[src/rtl/axi_lite_pkg.sv]
`default_nettype none
// ============================================================================
// Module  : axi_lite_pkg
// Brief   : AXI4-Lite response codes and crossbar FSM state types.
// Revision: 1.0
// ============================================================================
package axi_lite_pkg;

    localparam logic [1:0] RESP_OKAY   = 2'b00;
    localparam logic [1:0] RESP_SLVERR = 2'b10;
    localparam logic [1:0] RESP_DECERR = 2'b11;

    typedef enum logic [1:0] {
        WR_IDLE = 2'd0,
        WR_DATA = 2'd1,
        WR_RESP = 2'd2
    } wr_state_t;

    typedef enum logic [0:0] {
        RD_IDLE = 1'b0,
        RD_RESP = 1'b1
    } rd_state_t;

endpackage
`default_nettype wire

[src/rtl/axi_lite_addr_decoder.sv]
`default_nettype none
// ============================================================================
// Module  : axi_lite_addr_decoder
// Brief   : Base/mask address decode, lowest matching slot wins; no match
//           selects the error target (index NUM_SLAVES).
// Revision: 1.0
// ============================================================================
module axi_lite_addr_decoder #(
    parameter int NUM_SLAVES = 2,
    parameter int ADDR_WIDTH = 32,
    parameter logic [NUM_SLAVES*ADDR_WIDTH-1:0] SLAVE_ADDR_BASES = {32'h1000_0000, 32'h0000_0000},
    parameter logic [NUM_SLAVES*ADDR_WIDTH-1:0] SLAVE_ADDR_MASKS = {32'hF000_0000, 32'hF000_0000},
    localparam int SEL_W = $clog2(NUM_SLAVES + 1)
) (
    input  logic [ADDR_WIDTH-1:0] addr_i,
    output logic [SEL_W-1:0]      sel_o
);

    always_comb begin
        sel_o = SEL_W'(NUM_SLAVES);
        // Walk downwards so the lowest matching index is the last to assign.
        for (int i = NUM_SLAVES - 1; i >= 0; i--) begin
            if ((addr_i & SLAVE_ADDR_MASKS[i*ADDR_WIDTH +: ADDR_WIDTH]) ==
                (SLAVE_ADDR_BASES[i*ADDR_WIDTH +: ADDR_WIDTH] & SLAVE_ADDR_MASKS[i*ADDR_WIDTH +: ADDR_WIDTH])) begin
                sel_o = SEL_W'(i);
            end
        end
    end

endmodule
`default_nettype wire

[src/rtl/axi_lite_xbar_1ton.sv]
`default_nettype none
// ============================================================================
// Module  : axi_lite_xbar_1ton
// Brief   : 1-master to N-slave AXI4-Lite crossbar with DECERR responder.
// Revision: 1.0
// ============================================================================
module axi_lite_xbar_1ton
    import axi_lite_pkg::*;
#(
    parameter int NUM_SLAVES = 2,
    parameter int ADDR_WIDTH = 32,
    parameter int DATA_WIDTH = 32,
    parameter logic [NUM_SLAVES*ADDR_WIDTH-1:0] SLAVE_ADDR_BASES = {32'h1000_0000, 32'h0000_0000},
    parameter logic [NUM_SLAVES*ADDR_WIDTH-1:0] SLAVE_ADDR_MASKS = {32'hF000_0000, 32'hF000_0000},
    localparam int STRB_W = DATA_WIDTH / 8,
    localparam int SEL_W  = $clog2(NUM_SLAVES + 1)
) (
    input  logic                             clk,
    input  logic                             reset,
    input  logic                             m_axi_awvalid_i,
    output logic                             m_axi_awready_o,
    input  logic [ADDR_WIDTH-1:0]            m_axi_awaddr_i,
    input  logic [2:0]                       m_axi_awprot_i,
    input  logic                             m_axi_wvalid_i,
    output logic                             m_axi_wready_o,
    input  logic [DATA_WIDTH-1:0]            m_axi_wdata_i,
    input  logic [STRB_W-1:0]                m_axi_wstrb_i,
    output logic                             m_axi_bvalid_o,
    input  logic                             m_axi_bready_i,
    output logic [1:0]                       m_axi_bresp_o,
    input  logic                             m_axi_arvalid_i,
    output logic                             m_axi_arready_o,
    input  logic [ADDR_WIDTH-1:0]            m_axi_araddr_i,
    input  logic [2:0]                       m_axi_arprot_i,
    output logic                             m_axi_rvalid_o,
    input  logic                             m_axi_rready_i,
    output logic [DATA_WIDTH-1:0]            m_axi_rdata_o,
    output logic [1:0]                       m_axi_rresp_o,
    output logic [NUM_SLAVES-1:0]            s_axi_awvalid_o,
    input  logic [NUM_SLAVES-1:0]            s_axi_awready_i,
    output logic [NUM_SLAVES*ADDR_WIDTH-1:0] s_axi_awaddr_o,
    output logic [NUM_SLAVES*3-1:0]          s_axi_awprot_o,
    output logic [NUM_SLAVES-1:0]            s_axi_wvalid_o,
    input  logic [NUM_SLAVES-1:0]            s_axi_wready_i,
    output logic [NUM_SLAVES*DATA_WIDTH-1:0] s_axi_wdata_o,
    output logic [NUM_SLAVES*STRB_W-1:0]     s_axi_wstrb_o,
    input  logic [NUM_SLAVES-1:0]            s_axi_bvalid_i,
    output logic [NUM_SLAVES-1:0]            s_axi_bready_o,
    input  logic [NUM_SLAVES*2-1:0]          s_axi_bresp_i,
    output logic [NUM_SLAVES-1:0]            s_axi_arvalid_o,
    input  logic [NUM_SLAVES-1:0]            s_axi_arready_i,
    output logic [NUM_SLAVES*ADDR_WIDTH-1:0] s_axi_araddr_o,
    output logic [NUM_SLAVES*3-1:0]          s_axi_arprot_o,
    input  logic [NUM_SLAVES-1:0]            s_axi_rvalid_i,
    output logic [NUM_SLAVES-1:0]            s_axi_rready_o,
    input  logic [NUM_SLAVES*DATA_WIDTH-1:0] s_axi_rdata_i,
    input  logic [NUM_SLAVES*2-1:0]          s_axi_rresp_i
);

    localparam logic [SEL_W-1:0] C_ERR_SEL = SEL_W'(NUM_SLAVES);

    wr_state_t        wr_state_q;
    rd_state_t        rd_state_q;
    logic [SEL_W-1:0] wsel_q;
    logic [SEL_W-1:0] rsel_q;
    logic [SEL_W-1:0] w_dec_aw;
    logic [SEL_W-1:0] w_dec_ar;

    axi_lite_addr_decoder #(
        .NUM_SLAVES       (NUM_SLAVES),
        .ADDR_WIDTH       (ADDR_WIDTH),
        .SLAVE_ADDR_BASES (SLAVE_ADDR_BASES),
        .SLAVE_ADDR_MASKS (SLAVE_ADDR_MASKS)
    ) u_dec_aw (
        .addr_i (m_axi_awaddr_i),
        .sel_o  (w_dec_aw)
    );

    axi_lite_addr_decoder #(
        .NUM_SLAVES       (NUM_SLAVES),
        .ADDR_WIDTH       (ADDR_WIDTH),
        .SLAVE_ADDR_BASES (SLAVE_ADDR_BASES),
        .SLAVE_ADDR_MASKS (SLAVE_ADDR_MASKS)
    ) u_dec_ar (
        .addr_i (m_axi_araddr_i),
        .sel_o  (w_dec_ar)
    );

    assign s_axi_awaddr_o = {NUM_SLAVES{m_axi_awaddr_i}};
    assign s_axi_awprot_o = {NUM_SLAVES{m_axi_awprot_i}};
    assign s_axi_wdata_o  = {NUM_SLAVES{m_axi_wdata_i}};
    assign s_axi_wstrb_o  = {NUM_SLAVES{m_axi_wstrb_i}};
    assign s_axi_araddr_o = {NUM_SLAVES{m_axi_araddr_i}};
    assign s_axi_arprot_o = {NUM_SLAVES{m_axi_arprot_i}};

    always_comb begin
        s_axi_awvalid_o = '0;
        s_axi_wvalid_o  = '0;
        s_axi_bready_o  = '0;
        m_axi_awready_o = 1'b0;
        m_axi_wready_o  = 1'b0;
        m_axi_bvalid_o  = 1'b0;
        m_axi_bresp_o   = RESP_OKAY;
        case (wr_state_q)
            WR_IDLE: begin
                if (w_dec_aw == C_ERR_SEL) begin
                    m_axi_awready_o = 1'b1;
                end
                for (int i = 0; i < NUM_SLAVES; i++) begin
                    if (w_dec_aw == SEL_W'(i)) begin
                        s_axi_awvalid_o[i] = m_axi_awvalid_i;
                        m_axi_awready_o    = s_axi_awready_i[i];
                    end
                end
            end
            WR_DATA: begin
                if (wsel_q == C_ERR_SEL) begin
                    m_axi_wready_o = 1'b1;
                end
                for (int i = 0; i < NUM_SLAVES; i++) begin
                    if (wsel_q == SEL_W'(i)) begin
                        s_axi_wvalid_o[i] = m_axi_wvalid_i;
                        m_axi_wready_o    = s_axi_wready_i[i];
                    end
                end
            end
            WR_RESP: begin
                if (wsel_q == C_ERR_SEL) begin
                    m_axi_bvalid_o = 1'b1;
                    m_axi_bresp_o  = RESP_DECERR;
                end
                for (int i = 0; i < NUM_SLAVES; i++) begin
                    if (wsel_q == SEL_W'(i)) begin
                        m_axi_bvalid_o    = s_axi_bvalid_i[i];
                        m_axi_bresp_o     = s_axi_bresp_i[i*2 +: 2];
                        s_axi_bready_o[i] = m_axi_bready_i;
                    end
                end
            end
            default: ;
        endcase
    end

    always_comb begin
        s_axi_arvalid_o = '0;
        s_axi_rready_o  = '0;
        m_axi_arready_o = 1'b0;
        m_axi_rvalid_o  = 1'b0;
        m_axi_rdata_o   = '0;
        m_axi_rresp_o   = RESP_OKAY;
        case (rd_state_q)
            RD_IDLE: begin
                if (w_dec_ar == C_ERR_SEL) begin
                    m_axi_arready_o = 1'b1;
                end
                for (int i = 0; i < NUM_SLAVES; i++) begin
                    if (w_dec_ar == SEL_W'(i)) begin
                        s_axi_arvalid_o[i] = m_axi_arvalid_i;
                        m_axi_arready_o    = s_axi_arready_i[i];
                    end
                end
            end
            RD_RESP: begin
                if (rsel_q == C_ERR_SEL) begin
                    m_axi_rvalid_o = 1'b1;
                    m_axi_rresp_o  = RESP_DECERR;
                end
                for (int i = 0; i < NUM_SLAVES; i++) begin
                    if (rsel_q == SEL_W'(i)) begin
                        m_axi_rvalid_o    = s_axi_rvalid_i[i];
                        m_axi_rdata_o     = s_axi_rdata_i[i*DATA_WIDTH +: DATA_WIDTH];
                        m_axi_rresp_o     = s_axi_rresp_i[i*2 +: 2];
                        s_axi_rready_o[i] = m_axi_rready_i;
                    end
                end
            end
            default: ;
        endcase
    end

    // One FSM step per handshake; the decoded target is frozen at address acceptance.
    always_ff @(posedge clk) begin
        if (reset) begin
            wr_state_q <= WR_IDLE;
            rd_state_q <= RD_IDLE;
            wsel_q     <= '0;
            rsel_q     <= '0;
        end else begin
            case (wr_state_q)
                WR_IDLE: if (m_axi_awvalid_i && m_axi_awready_o) begin
                    wsel_q     <= w_dec_aw;
                    wr_state_q <= WR_DATA;
                end
                WR_DATA: if (m_axi_wvalid_i && m_axi_wready_o) wr_state_q <= WR_RESP;
                WR_RESP: if (m_axi_bvalid_o && m_axi_bready_i) wr_state_q <= WR_IDLE;
                default: wr_state_q <= WR_IDLE;
            endcase
            case (rd_state_q)
                RD_IDLE: if (m_axi_arvalid_i && m_axi_arready_o) begin
                    rsel_q     <= w_dec_ar;
                    rd_state_q <= RD_RESP;
                end
                RD_RESP: if (m_axi_rvalid_o && m_axi_rready_i) rd_state_q <= RD_IDLE;
                default: rd_state_q <= RD_IDLE;
            endcase
        end
    end

endmodule
`default_nettype wire
[config.mk]
export PLATFORM = sky130hd
export DESIGN_NAME = axi_lite_xbar_1ton
export DESIGN_NICKNAME = d
export VERILOG_FILES = /design/src/rtl/axi_lite_pkg.sv /design/src/rtl/axi_lite_addr_decoder.sv /design/src/rtl/axi_lite_xbar_1ton.sv
export SDC_FILE = /design/constraint.sdc
export NUM_CORES = 1
export LEC_CHECK = 0
export ABC_AREA = 1
export ABC_CLOCK_PERIOD_IN_PS = 3200
export CAP_MARGIN = 20
export CORE_AREA = 5 5 174 176
export CTS_CLUSTER_DIAMETER = 80
export DETAILED_ROUTE_END_ITERATION = 16
export DIE_AREA = 0 0 179 181
export PLACE_DENSITY = 0.54
export SETUP_SLACK_MARGIN = 0.02
export SYNTH_ARGS = -nofsm -noshare
export SYNTH_HDL_FRONTEND = slang
export SYNTH_SLANG_ARGS = --single-unit
[constraint.sdc]
create_clock -name clk -period 3.2 [get_ports clk]
set_input_delay 0.8 -clock clk [delete_from_list [all_inputs] [get_ports clk]]
set_output_delay 0.8 -clock clk [all_outputs]
set_load 0.01 [all_outputs]
Word-level counts from Yosys, hierarchy flattened
Index checks and enable logic that the tools add are counted.
W data, S select, Z words.
{"block": "word_totals", "output_inout_bits": 263, "input_bits": 195, "regBits": 7, "elab_cells": 91}
{"block": "classes", "n_eq_ne": 15, "bitwise": 1, "muxes": 56, "reduce_logical": 15}
{"operator": "$mux W32", "n": 3}
{"operator": "$logic_not A32 Y1", "n": 2}
{"operator": "$mux W2", "n": 20}
{"operator": "$mux W1", "n": 31}
{"operator": "$eq A2 B1 Y1 const B", "n": 5}
{"operator": "$eq A2 B2 Y1 const B", "n": 5}
{"operator": "$logic_not A2 Y1", "n": 5}
{"operator": "$eq A4 B1 Y1 const B", "n": 2}
{"operator": "$ne A2 B2 Y1 const B", "n": 3}
{"operator": "$pmux W2 S3", "n": 1}
{"operator": "$logic_and A1 B1 Y1", "n": 5}
{"operator": "$reduce_and A2 Y1", "n": 2}
{"operator": "$reduce_and A3 Y1", "n": 1}
{"operator": "$pmux W1 S2", "n": 1}
{"operator": "$not A1 Y1", "n": 1}

Depth between registers and ports, before layout
{"block": "logic_depth", "ltp_word": 11, "mapped_depth": 8, "depth_no_buf": 8}

Modules after synthesis
A second synthesis with hierarchy kept.
{"block": "unflattened", "cells_unflattened": 451, "hier_area_um2": 2803.9}
{"module": "axi_lite_xbar_1ton", "n_inst": 1, "seq_area_each_um2": 140.1, "cells_each": 437, "area_per_inst_um2": 2738.9}
{"module": "axi_lite_addr_decoder", "n_inst": 2, "seq_area_each_um2": 0.0, "cells_each": 7, "area_per_inst_um2": 32.5}

Least setup slack after synthesis
Ideal clock, no wire load.
{"block": "synth_path", "path_type": "input port to output port", "start": "input m_axi_araddr_i[31]", "end": "output s_axi_arvalid_o[0]", "path_stages": 3, "n_path_buf": 0, "path_slack_ps": 980, "arrival_time_ps": 1420, "t_required_ps": 2400, "path_cell_list": "nor2_1 -> nand2_1 -> nor4_1"}
{"block": "synth_via", "elab_chain_len": 6, "elab_cells_between_ends": 7, "cone_classes": "eq/ne (1); mux (4); reduce/logical (2)"}
{"item": "start, declared", "line_no": "axi_lite_xbar_1ton.sv:33", "source": "input logic [ADDR_WIDTH-1:0] m_axi_araddr_i,"}
{"item": "$eq A4 B1 Y1", "line_no": "axi_lite_addr_decoder.sv:23", "source": "if ((addr_i & SLAVE_ADDR_MASKS[i*ADDR_WIDTH +: ADDR_WIDTH]) =="}
{"item": "$mux W2", "line_no": "axi_lite_addr_decoder.sv:23"}
{"item": "$mux W2 *", "line_no": "axi_lite_addr_decoder.sv:23"}
{"item": "$logic_not A2 Y1 *", "line_no": "axi_lite_xbar_1ton.sv:157", "source": "if (w_dec_ar == SEL_W'(i)) begin"}
{"item": "$mux W1 *", "line_no": "axi_lite_xbar_1ton.sv:157"}
{"item": "$mux W2 *", "line_no": "axi_lite_xbar_1ton.sv:151", "source": "case (rd_state_q)"}
{"item": "end, declared", "line_no": "axi_lite_xbar_1ton.sv:50", "source": "output logic [NUM_SLAVES-1:0] s_axi_arvalid_o,"}
Every way passes the cells marked *; elsewhere a longest branch is shown, timed or not.

Worst setup path in the final report
{"block": "layout_path", "start": "input m_axi_araddr_i[29]", "end": "output s_axi_arvalid_o[1]"}
{"block": "layout_via", "elab_chain_len": 6, "elab_cells_between_ends": 7, "cone_classes": "eq/ne (2); mux (4); reduce/logical (1)"}
{"item": "$eq A4 B1 Y1", "line_no": "axi_lite_addr_decoder.sv:23"}
{"item": "$mux W2", "line_no": "axi_lite_addr_decoder.sv:23"}
{"item": "$mux W2 *", "line_no": "axi_lite_addr_decoder.sv:23"}
{"item": "$eq A2 B1 Y1 *", "line_no": "axi_lite_xbar_1ton.sv:157"}
{"item": "$mux W1 *", "line_no": "axi_lite_xbar_1ton.sv:157"}
{"item": "$mux W2 *", "line_no": "axi_lite_xbar_1ton.sv:151"}
Marked as above.

==> results.toml <==
[floorplan]
die_h_um = 181
core.rowCount = 62
start_util = 0.0970
ios = 458
floorplan.die_area_um2 = 32400
die_x_um = 179
core_area_um2 = 28500

[run_status]
outcome = "finished, final reports clean"

[final_layout]
fin_cells = 777
syn_to_final_growth_pct = 22.9
num-nets-final = 589
drive_gt1_frac = 0.0712
fillers = 3322
n_antenna_cell = 0
multi_input_area_um2 = 867
ff_latch_area_um2 = 140

[synth]
synth_edf_count = 0
netlist_instances = 440
ys_seq_area_frac = 0.0507
netlist_area_um2 = 2760
ys_ff_latch = 7
avgSynthCellArea_um2 = 6.28
synth_cell_types = 23
synthFlopType = "dfxtp_1"
synth_top_area_cell = "buf_4"
yosysWarnings = 0
ys_top_cells_by_area = "buf_4 58%, nand2_1 8.3%, a21oi_1 7.2%, nand3_1 6.2%, dfxtp_1 5.1%"
syn_nets = 635
yosysTopAreaCellShare = 0.576
async_flop_share = 0

[setup_path]
critPathSlowestCell = "clkdlybuf4s50_1"
cpPeakStageDelay_ns = 0.57
r2r_start = "rd_state_q$_SDFF_PP0_"
crit_start = "m_axi_araddr_i[29]"
timing.reg2reg.setup_slack_ns = 1.59
critPathArrivalTime_ns = 2.29
crit_end = "s_axi_arvalid_o[1]"
reg2reg_depth = 4
start_kind = "input pin"
path_buf_inv = 2
cp_top_family = "buffers and inverters"
cp_cell_sequence = "clkdlybuf4s50_1 > nor2_1 > nand2_1 > nor3_1 > clkdlybuf4s50_1"
cp_num_cells = 5
rr_endpoint = "rsel_q[1]$_SDFFE_PP0P_"
cpMostUsedCell = "clkdlybuf4s50_1"
path_class = "input pin to output pin"
path_max_fanout = 5
end_kind = "output pin"
required_ns = 2.40

[flow_run]
cap_violations = 0

[global_route]
grt_busiest_layer = "met2"
grt_use_met3 = 0.0424
grt_pass1_wl_um = 14700
globalRoute.totalOverflow = 0
met1_usage = 0.0536
antenna_found_initial = 0
grtUsageTotal = 0.0611
grt_max_degree = 37
grt_pass1_vias = 2381
use_met2 = 0.0933

[clock_network]
cts_inserted_buffers = 3
cts_buffer_depth = 2
clockRootBuffer = "clkbuf_16"
htree_num_levels = 1
cts_tree = "done"
cts.sinks = 7
clock_latency_ns = 0.23
cts_hold_buffers = 0
clkTransAtPathRegs_ns = 0.03
post_cts_buffers = 0

[route]
num_vias = 2384
dr.pass1.iters = 4
via_per_inst = 3.07
drc = 0
antenna_left = 0
wirelength_um = 11300
dr.first_iter.drc_count = 59
routedWlPerCell_um = 14.5

[min_path]
hp-class = "register to register"

[sta]
setup_viol = 0
finClkSkew_ns = 0.000172
fin_crit_ns = 3.09
postLayoutSetupSlackWorst_ns = 0.105
slew_viol_final = 0
rsz0062_at_grt = "false"
slew_headroom = 0.457
clock.fmax_mhz = 323
tightest_slew_ns = 0.815
hold_viol = 0
finalCritPeriodShare = 0.967

[power_and_ir_drop]
power.leakage_nw = 1.28
switching_share = 0.337
p_clk_frac = 0.281
power.internal_uw = 497
irDropWorstVdd_mv = 0.128
p_comb_frac = 0.579
p_total_uw = 750
power.density_nw_per_um2 = 221
seq_power_share = 0.140
switchingPower_uw = 253

[placed_design]
dp_slack_ns = -0.0378
dp.final_hpwl_um = 9380
port_buffers = 163
routabilityCongestion = 0.719
placed_cells = 773
-- sequential cells by signal, indices dropped and copies added (netlist names) --
name	flops
rd_state_q	1
wr_state_q	2
rsel_q	2
wsel_q	2
-- routing by layer --
layer | wire length [µm] | up-vias
li1 | - | 1087
met1 | 3470 | 984
met2 | 4780 | 206
met3 | 1980 | 107
met4 | 1060 | 0
met5 | 0 | -
-- timing repair --
item                                    in CTS  in global routing
hold endpoints to repair                     0                  0
resized for setup                            3                  5
endpoints found under the setup margin       3                  3
-- through the flow --
stage | util | hold slack, ns | instance area, µm² | TNS, ns
final | 0.119 | 0.586 | 3390 | 0
after floorplan | - | 0.504 | 2760 | 0
after global routing | 0.119 | 0.624 | 3390 | 0
after detailed placement | 0.116 | 0.587 | 3290 | -0.0652
after CTS | 0.119 | 0.592 | 3380 | 0
after global placement | 0.116 | 0.579 | 3290 | -0.0182
-- logic make-up after synthesis --
| logic type | Yosys count | share of synthesized area |
|---|---|---|
| simple gates | 134 | 0.218 |
| buf+inv | 250 | 0.640 |
| compound gates | 49 | 0.0915 |
| flops | 7 | 0.0507 |
-- placed cells by master (no fill, tap or decap) --
master           Yosys  routed
clkdlybuf4s50_1      0     158
nand2_1             61      61
a21oi_1             40      40
nand3_1             34      34
inv_1               20      20
nor2_1              20      19
buf_4              212       9
nor3_1               8       8
dfxtp_1              7       7
inv_2                5       5
o21ai_0              5       5
dlymetal6s2s_1       0       4
clkbuf_16            0       3
nand2_2              2       2
nor2_4               0       2
nor4_1               2       2
nand2_4              2       2
nand3b_1             2       2
o21ai_1              2       2
a21oi_2              2       2
inv_4                1       1
nand4_1              1       1
nand4_2              1       1
clkbuf_1             0       1
dlygate4sd2_1        0       1
buf_12               0       1
-- worst reg2reg max path: stages (launching register included) --
cell,delay (ns)
dfxtp_1,0.37
inv_2,0.61
nand4_2,0.27
nor2_1,0.19
nor2_1,0.06
-- power by group through the flow --
stage / clock network, mW / registers (mW) / logic, mW
after CTS: 0.217 / 0.105 / 0.446
after global routing: 0.225 / 0.106 / 0.471
after detailed placement: 0 / 0.106 / 0.443
after floorplan: 0 / 0.104 / 0.431
final: 0.211 / 0.105 / 0.435
after global placement: 0 / 0.106 / 0.440
-- area by class of cell --
type,instances,area share
Timing Repair Buffer,173,0.509
Tap cell,384,0.142
Inverter,26,0.0295
Multi-Input combinational cell,183,0.255
Sequential cell,7,0.0413
Clock buffer,4,0.0232
-- cells in the mapped netlist (5+ instances only) --
| master | instances |
|---|---|
| inv_1 | 20 |
| inv_2 | 5 |
| buf_4 | 212 |
| nand3_1 | 34 |
| nor2_1 | 20 |
| nor3_1 | 8 |
| buf_2 | 6 |
| a21oi_1 | 40 |
| o21ai_0 | 5 |
| dfxtp_1 | 7 |
| nand2_1 | 61 |
-- how the worst min path moves through the flow --
stage	depth (start not counted)	startpoint	end	slack (ns)
2_1_floorplan	2	rd_state_q$_SDFF_PP0_	rd_state_q$_SDFF_PP0_	0.50
6_report	2	rd_state_q$_SDFF_PP0_	rd_state_q$_SDFF_PP0_	0.59
4_1_cts	2	rd_state_q$_SDFF_PP0_	rd_state_q$_SDFF_PP0_	0.59
3_5_place_dp	2	rd_state_q$_SDFF_PP0_	rd_state_q$_SDFF_PP0_	0.59
3_3_place_gp	4	wr_state_q[1]$_SDFFE_PP0P_	wr_state_q[1]$_SDFFE_PP0P_	0.58
5_1_grt	2	rd_state_q$_SDFF_PP0_	rd_state_q$_SDFF_PP0_	0.62
(Power assumes the default switching activity.)
